==> config.mk <==
export PLATFORM = sky130hd
export DESIGN_NAME = draw_processor_executor
export DESIGN_NICKNAME = d
export VERILOG_FILES = /design/src/rtl/draw_processor_executor.sv
export SDC_FILE = /design/constraint.sdc
export NUM_CORES = 1
export LEC_CHECK = 0
export ABC_AREA = 1
export CAP_MARGIN = 20
export CORE_ASPECT_RATIO = 0.75
export CORE_MARGIN = 2
export CORE_UTILIZATION = 45
export DETAILED_ROUTE_END_ITERATION = 10
export DONT_BUFFER_PORTS = 1
export PLACE_DENSITY = 0.59
export SYNTH_ARGS = -nofsm -noshare
export SYNTH_HDL_FRONTEND = slang
export SYNTH_SLANG_ARGS = --single-unit
==> constraint.sdc <==
create_clock -name clk -period 2 [get_ports clk]
set_clock_uncertainty 0.05 [all_clocks]
set_input_delay 0.3 -clock clk [delete_from_list [all_inputs] [get_ports clk]]
set_output_delay 0.3 -clock clk [all_outputs]
set_load 0.05 [all_outputs]
==> src/rtl/draw_processor_executor.sv <==
// Draw-list executor: walks a command list in the processor RAM and rasterises
// each enabled rectangle (dashed line, wire, sprite or node dot) into a
// stream of VGA plot strobes through a two-stage pixel pipeline.
//
// state    | meaning
// ---------+--------------------------------------------------------------
// S_IDLE   | waiting for go_draw; latches command count
// S_FETCH  | RAM address presented, two-cycle read latency
// S_DECODE | latch command word, skip disabled/empty/unknown commands
// S_DRAW   | one pixel per clock, column inner, row outer
// S_DRAIN  | two cycles for the last pixel to leave the pipeline
// S_NEXT   | advance index, finish or fetch the next command
// S_DONE   | draw_done high until go_draw drops
module draw_processor_executor (
  input  logic        clk,
  input  logic        reset,
  input  logic        go_draw,
  output logic        draw_done,
  input  logic [9:0]  numCommands,
  output logic [9:0]  processor_addr,
  input  logic [47:0] processor_out,
  output logic [1:0]  sprite_sel,
  output logic [11:0] sprite_addr,
  input  logic [2:0]  sprite_out,
  output logic [9:0]  vga_x,
  output logic [8:0]  vga_y,
  output logic [2:0]  vga_colour,
  output logic        vga_plot
);

  typedef enum logic [2:0] {
    S_IDLE, S_FETCH, S_DECODE, S_DRAW, S_DRAIN, S_NEXT, S_DONE
  } state_t;

  state_t      state_q;
  logic [9:0]  count_q, index_q, addr_q;
  logic        wait_q, done_q;
  logic [2:0]  type_q;
  logic [8:0]  h_q, t_q, row_q;
  logic [9:0]  w_q, l_q, col_q;
  logic [11:0] saddr_q;
  logic [1:0]  ssel_q;

  // pipeline stage 1 and stage 2 registers
  logic        s1_valid_q, s1_ok_q, s1_sprite_q;
  logic [2:0]  s1_colour_q;
  logic [9:0]  s1_x_q;
  logic [8:0]  s1_y_q;
  logic        s2_valid_q, s2_ok_q, s2_sprite_q;
  logic [2:0]  s2_colour_q;
  logic [9:0]  s2_x_q;
  logic [8:0]  s2_y_q;

  // command word fields straight off the RAM bus
  logic        cmd_en;
  logic [8:0]  cmd_type, cmd_h, cmd_t;
  logic [9:0]  cmd_w, cmd_l;
  logic        cmd_valid, cmd_sprite;

  // current pixel, evaluated in the DRAW cycle that generates it
  logic [9:0]  pix_x_d;
  logic [8:0]  pix_y_d;
  logic        pix_ok_d, pix_sprite_d;
  logic [2:0]  pix_colour_d;
  logic        last_col, last_row;

  // decode the incoming word and the current pixel position
  always_comb begin
    cmd_en     = processor_out[47];
    cmd_type   = processor_out[46:38];
    cmd_h      = processor_out[37:29];
    cmd_w      = processor_out[28:19];
    cmd_t      = processor_out[18:10];
    cmd_l      = processor_out[9:0];
    cmd_valid  = cmd_en && (cmd_w != 10'd0) && (cmd_h != 9'd0) && (cmd_type <= 9'd5);
    cmd_sprite = (cmd_type >= 9'd2) && (cmd_type <= 9'd4);

    pix_x_d      = l_q + col_q;
    pix_y_d      = t_q + row_q;
    pix_sprite_d = (type_q >= 3'd2) && (type_q <= 3'd4);
    pix_colour_d = (type_q == 3'd5) ? 3'b100 : 3'b111;
    // dashed line: 4 pixels on, 4 off along the column
    pix_ok_d     = (pix_x_d < 10'd640) && (pix_y_d < 9'd480) &&
                   !((type_q == 3'd0) && col_q[2]);
    last_col     = (col_q == w_q - 10'd1);
    last_row     = (row_q == h_q - 9'd1);
  end

  // sequencer: command fetch, decode and raster stepping
  always_ff @(posedge clk) begin
    if (reset) begin
      state_q <= S_IDLE;
      count_q <= '0;
      index_q <= '0;
      addr_q  <= '0;
      wait_q  <= 1'b0;
      done_q  <= 1'b0;
      type_q  <= '0;
      h_q     <= '0;
      w_q     <= '0;
      t_q     <= '0;
      l_q     <= '0;
      row_q   <= '0;
      col_q   <= '0;
      saddr_q <= '0;
      ssel_q  <= '0;
    end else begin
      case (state_q)
        S_IDLE: begin
          if (go_draw) begin
            count_q <= numCommands;
            index_q <= '0;
            addr_q  <= '0;
            wait_q  <= 1'b0;
            if (numCommands == 10'd0) begin
              done_q  <= 1'b1;
              state_q <= S_DONE;
            end else begin
              state_q <= S_FETCH;
            end
          end
        end
        S_FETCH: begin
          wait_q <= ~wait_q;
          if (wait_q) state_q <= S_DECODE;
        end
        S_DECODE: begin
          type_q <= cmd_type[2:0];
          h_q    <= cmd_h;
          w_q    <= cmd_w;
          t_q    <= cmd_t;
          l_q    <= cmd_l;
          if (!cmd_valid) begin
            state_q <= S_NEXT;
          end else begin
            row_q   <= '0;
            col_q   <= '0;
            saddr_q <= '0;
            ssel_q  <= cmd_sprite ? (cmd_type[1:0] - 2'd2) : 2'd0;
            state_q <= S_DRAW;
          end
        end
        S_DRAW: begin
          // sprite_addr tracks row*W+col, which is just the pixel ordinal
          if (!(last_col && last_row)) saddr_q <= saddr_q + 12'd1;
          if (last_col) begin
            col_q <= '0;
            if (last_row) begin
              wait_q  <= 1'b0;
              state_q <= S_DRAIN;
            end else begin
              row_q <= row_q + 9'd1;
            end
          end else begin
            col_q <= col_q + 10'd1;
          end
        end
        S_DRAIN: begin
          wait_q <= ~wait_q;
          if (wait_q) state_q <= S_NEXT;
        end
        S_NEXT: begin
          index_q <= index_q + 10'd1;
          addr_q  <= index_q + 10'd1;
          wait_q  <= 1'b0;
          if (index_q + 10'd1 == count_q) begin
            done_q  <= 1'b1;
            state_q <= S_DONE;
          end else begin
            state_q <= S_FETCH;
          end
        end
        S_DONE: begin
          if (!go_draw) begin
            done_q  <= 1'b0;
            state_q <= S_IDLE;
          end
        end
        default: state_q <= S_IDLE;
      endcase
    end
  end

  // two-stage pixel pipeline, stage 2 lines up with sprite ROM data
  always_ff @(posedge clk) begin
    if (reset) begin
      s1_valid_q  <= 1'b0;
      s1_ok_q     <= 1'b0;
      s1_sprite_q <= 1'b0;
      s1_colour_q <= '0;
      s1_x_q      <= '0;
      s1_y_q      <= '0;
      s2_valid_q  <= 1'b0;
      s2_ok_q     <= 1'b0;
      s2_sprite_q <= 1'b0;
      s2_colour_q <= '0;
      s2_x_q      <= '0;
      s2_y_q      <= '0;
    end else begin
      s1_valid_q  <= (state_q == S_DRAW);
      s1_ok_q     <= pix_ok_d;
      s1_sprite_q <= pix_sprite_d;
      s1_colour_q <= pix_colour_d;
      s1_x_q      <= pix_x_d;
      s1_y_q      <= pix_y_d;
      s2_valid_q  <= s1_valid_q;
      s2_ok_q     <= s1_ok_q;
      s2_sprite_q <= s1_sprite_q;
      s2_colour_q <= s1_colour_q;
      s2_x_q      <= s1_x_q;
      s2_y_q      <= s1_y_q;
    end
  end

  assign draw_done      = done_q;
  assign processor_addr = addr_q;
  assign sprite_addr    = saddr_q;
  assign sprite_sel     = ssel_q;
  assign vga_x          = s2_x_q;
  assign vga_y          = s2_y_q;
  // sprite colour arrives from the ROM in the same cycle; black is transparent
  assign vga_colour     = s2_sprite_q ? sprite_out : s2_colour_q;
  assign vga_plot       = s2_valid_q && s2_ok_q && (!s2_sprite_q || (sprite_out != 3'b000));

endmodule

==> results.py <==
metrics = {
    "worst_setup_path": {
        "cp-start-kind": "flop",
        "cp-end-kind": "flop",
        "r2r_cells": 15,
        "r2r_start": "h_q[1]",
        "critPathLaunch": "h_q[1]",
        "path_class": "flop to flop",
        "ff2ff_setup_slack_ns": -0.06,
        "critPathArrivalTime_ns": 2.38,
        "critPathRequiredTime_ns": 2.31,
        "critPathMaxFanout": 8,
        "reg2reg_to": "sprite_addr[0]",
    },
    "layout": {
        "drive_above_1_share_pct": 19.3,
        "fin_util_pct": 59.5,
        "nNetsFinal": 1353,
        "multi_input_area_um2": 4430,
        "seq_area_um2": 2960,
        "fillCellCount": 1652,
        "diodes": 0,
        "syn2layout_area_growth_pct": 30.0,
    },
    "status": {
        "violations": "setup timing",
        "status": "complete, but fails checks",
    },
    "timing": {
        "hold_violations": 0,
        "slew_violations": 0,
        "tns_ns": -0.417,
        "rsz0062_at_grt": "true",
        "worst_pin_slew_ns": 0.541,
        "period_share_pct": 103,
        "fin_crit_ns": 2.06,
        "clock.fmax_ghz": 0.484,
        "maxSlewHeadroom_pct": 63.9,
        "holdWs_ns": 0.00197,
        "setup_ws_ns": -0.0640,
        "setup_viol": 14,
    },
    "logic_synthesis": {
        "yosysTopAreaCellShare_pct": 38.4,
        "syn_inst": 1142,
        "syn_area_um2": 7660,
        "avgSynthCellArea_um2": 6.71,
        "ys.flop_type": "dfxtp_1",
        "yosysSeqAreaShare_pct": 38.4,
        "synth_area_leader_cell": "dfxtp_1",
        "ys_seq_elements": 147,
        "ys_types": 40,
        "ys_async_sr_fraction_pct": 0,
        "synth_nets": 1231,
        "yosysWarnings": 0,
        "synth_edf_count": 0,
        "ys_top_cells_by_area": "dfxtp_1 (38%), nand2_1 (15%), a21oi_1 (8.3%)",
    },
    "placement": {
        "gp_routability_congestion": 0.848,
        "dp_hpwl_um": 14300,
        "portBuffers": 0,
    },
    "pwr": {
        "p_sw_uw": 3760,
        "p_leak_uw": 0.00427,
        "comb_power_share_pct": 33.1,
        "intPower_uw": 6190,
        "seqPwrFrac_pct": 35.6,
        "switching_share_pct": 37.8,
        "ir_drop_mv": 0.509,
        "power_frac_clock_pct": 31.4,
        "p_per_area_nw_per_um2": 1000,
    },
    "cts": {
        "htree_levels": 4,
        "cts.sinks": 147,
        "cts_root_buf": "clkbuf_16",
        "clkSlewWorstSetupHoldPaths_ns": 0.07,
        "clockBufferDepth": 2,
        "numCtsBuffers": 17,
        "tritoncts": "yes",
        "clock_latency_ns": 0.43,
    },
    "detailed_routing": {
        "vias": 7548,
        "dr.pass1.iters": 6,
        "via_per_inst": 5.06,
        "wire_per_inst_um": 14.1,
        "drt_wl_total_um": 21100,
        "route.detailed.drc": 0,
        "antenna_left": 0,
        "drtIter0Drc": 556,
    },
    "floorplanning": {
        "start_util_pct": 45.8,
        "fp.dieH_um": 117,
        "dieWidth_um": 155,
        "ioPinCount": 112,
        "die_area_um2": 18100,
        "core_area_um2": 16700,
        "rows": 41,
    },
    "min_path": {
        "hold_class": "primary input to flop",
        "holdCritStartpoint": "processor_out[38]",
        "hold_depth": 2,
        "hold_end": "type_q[0]",
    },
    "global_routing": {
        "grt_max_degree": 85,
        "grt.overflow.total": 0,
        "grt_pass1_vias": 6635,
        "grt_pass1_wl_um": 32700,
        "antenna_found_initial": 0,
        "grtUsageTotal_pct": 22.6,
    },
    "run": {
        "cap_violations": 0,
    },
}
==> cell usage after synthesis, types with 2 or more instances <==
cell      number
a31oi_1        2
clkinv_1       2
nor3b_1        3
a21o_1         2
a21oi_1      127
xnor2_1       12
fa_1           2
nor3_1        15
nor2_1       128
o21ai_0       48
nor2_2         6
buf_4          2
nand3_2        2
nand2_2        6
nor4_1         5
a211oi_1       2
ha_1          23
clkbuf_1      26
nand2_1      300
nand4_1       15
xor2_1        21
nand3b_1       2
inv_2          5
buf_2          3
inv_1        129
dfxtp_1      147
nand3_1       87
buf_6          3
or2_2          5
o21a_1         2
==> worst max-delay path, stage by stage (launching register included) <==
cell and delay (ns):
dfxtp_2 0.33, inv_2 0.07, ha_4 0.17, inv_1 0.04, nand2_1 0.07, nand3b_1 0.08
nand2_1 0.07, nand2_1 0.04, nor2_1 0.12, nand4_1 0.23, nor2_2 0.21, nand2_4 0.13
buf_8 0.17, nand3_2 0.05, nand2_1 0.04, nor2_1 0.11
==> cell families after synthesis <==
family | count (synthesis) | synth area share (%)
fa+ha+maj | 25 | 4.28
simple gates | 577 | 31.7
xor+xnor | 33 | 3.77
compound gates | 189 | 13.0
flops | 147 | 38.4
buf+inv | 171 | 8.84
==> worst max-delay path by stage <==
stage               cells past startpoint             end  slack [ns]
floorplan                              11       draw_done        0.06
global placement                       13        col_q[0]       -0.05
detailed placement                     13        col_q[0]       -0.11
CTS                                    12         s1_ok_q       0.003
global route                           14        row_q[1]       -0.17
finish                                 15  sprite_addr[0]       -0.06
==> stage by stage <==
| stage | total power [µW] | setup WS, ns | area, µm² | std cells |
|---|---|---|---|---|
| after detailed placement | 6200 | -0.109 | 8390 | 1403 |
| after global placement | 6180 | -0.0477 | 8390 | 1403 |
| after CTS | 9450 | 0.00258 | 9450 | 1480 |
| final | 9950 | -0.0640 | 9950 | 1492 |
| after global routing | 10600 | -0.169 | 9950 | 1492 |
| after floorplan | 5500 | 0.0576 | 7660 | 1142 |
==> routing by layer <==
metal,up-vias,global-route usage (%),share of wire [%]
li1,3926,-,-
met3,17,4.49,4.8
met4,0,5.80,0.98
met1,3425,32.4,51
met2,180,35.2,44
met5,-,0,0
==> cell type report <==
| type | count | share of cell area, % |
|---|---|---|
| multi-input cells | 826 | 44.5 |
| well taps | 215 | 2.70 |
| clock buffers | 18 | 4.41 |
| flip-flops and latches | 147 | 29.8 |
| clock inverters | 14 | 1.31 |
| repair buffers | 136 | 12.1 |
| inverters | 136 | 5.22 |
==> placed cells by master, fill, tap and decap left out, types with 4 or more instances in the layout <==
cell type,count
buf_4,83
dlygate4sd3_1,44
or2_2,5
nand3_1,75
nand2_4,6
inv_1,121
dfxtp_2,15
nor2_4,6
nor2_2,15
nand2_1,277
a21oi_1,117
nor3_1,15
nand4_1,15
nand2_2,23
nand3_2,12
buf_6,4
a21oi_2,10
inv_6,8
xnor2_1,12
xor2_1,20
nor4_1,5
o21ai_0,45
nor2_1,113
inv_2,11
dfxtp_1,132
clkbuf_16,18
ha_4,5
o21ai_1,4
ha_1,17
==> power groups by stage <==
stage | sequential [µW] | combinational (µW) | clock [µW]
4_1_cts | 3510 | 2770 | 3160
5_1_grt | 3570 | 3700 | 3300
3_5_place_dp | 3580 | 2620 | 0
2_1_floorplan | 3560 | 1940 | 0
6_report | 3540 | 3290 | 3120
3_3_place_gp | 3580 | 2600 | 0
==> registers in the layout, indices dropped and copies added (netlist names), 2 cells and up <==
signal,cells
t_q,9
h_q,9
type_q,3
state_q,3
w_q,10
l_q,10
col_q,10
vga_y,9
s2_colour_q,2
vga_x,10
s1_x_q,10
sprite_addr,12
processor_addr,10
s1_y_q,9
row_q,9
sprite_sel,2
count_q,10
s1_colour_q,2
==> what timing repair did <==
item / CTS / global route
pin swaps: 3 / 42
endpoints found under the setup margin: 32 / 40
hold endpoints to repair: 104 / 0
hold buffers: 45 / 0
buffers inserted: 0 / 9
gates resized for setup: 9 / 115
cloned: 0 / 3
No activity file was read; power rests on OpenSTA's default activity.
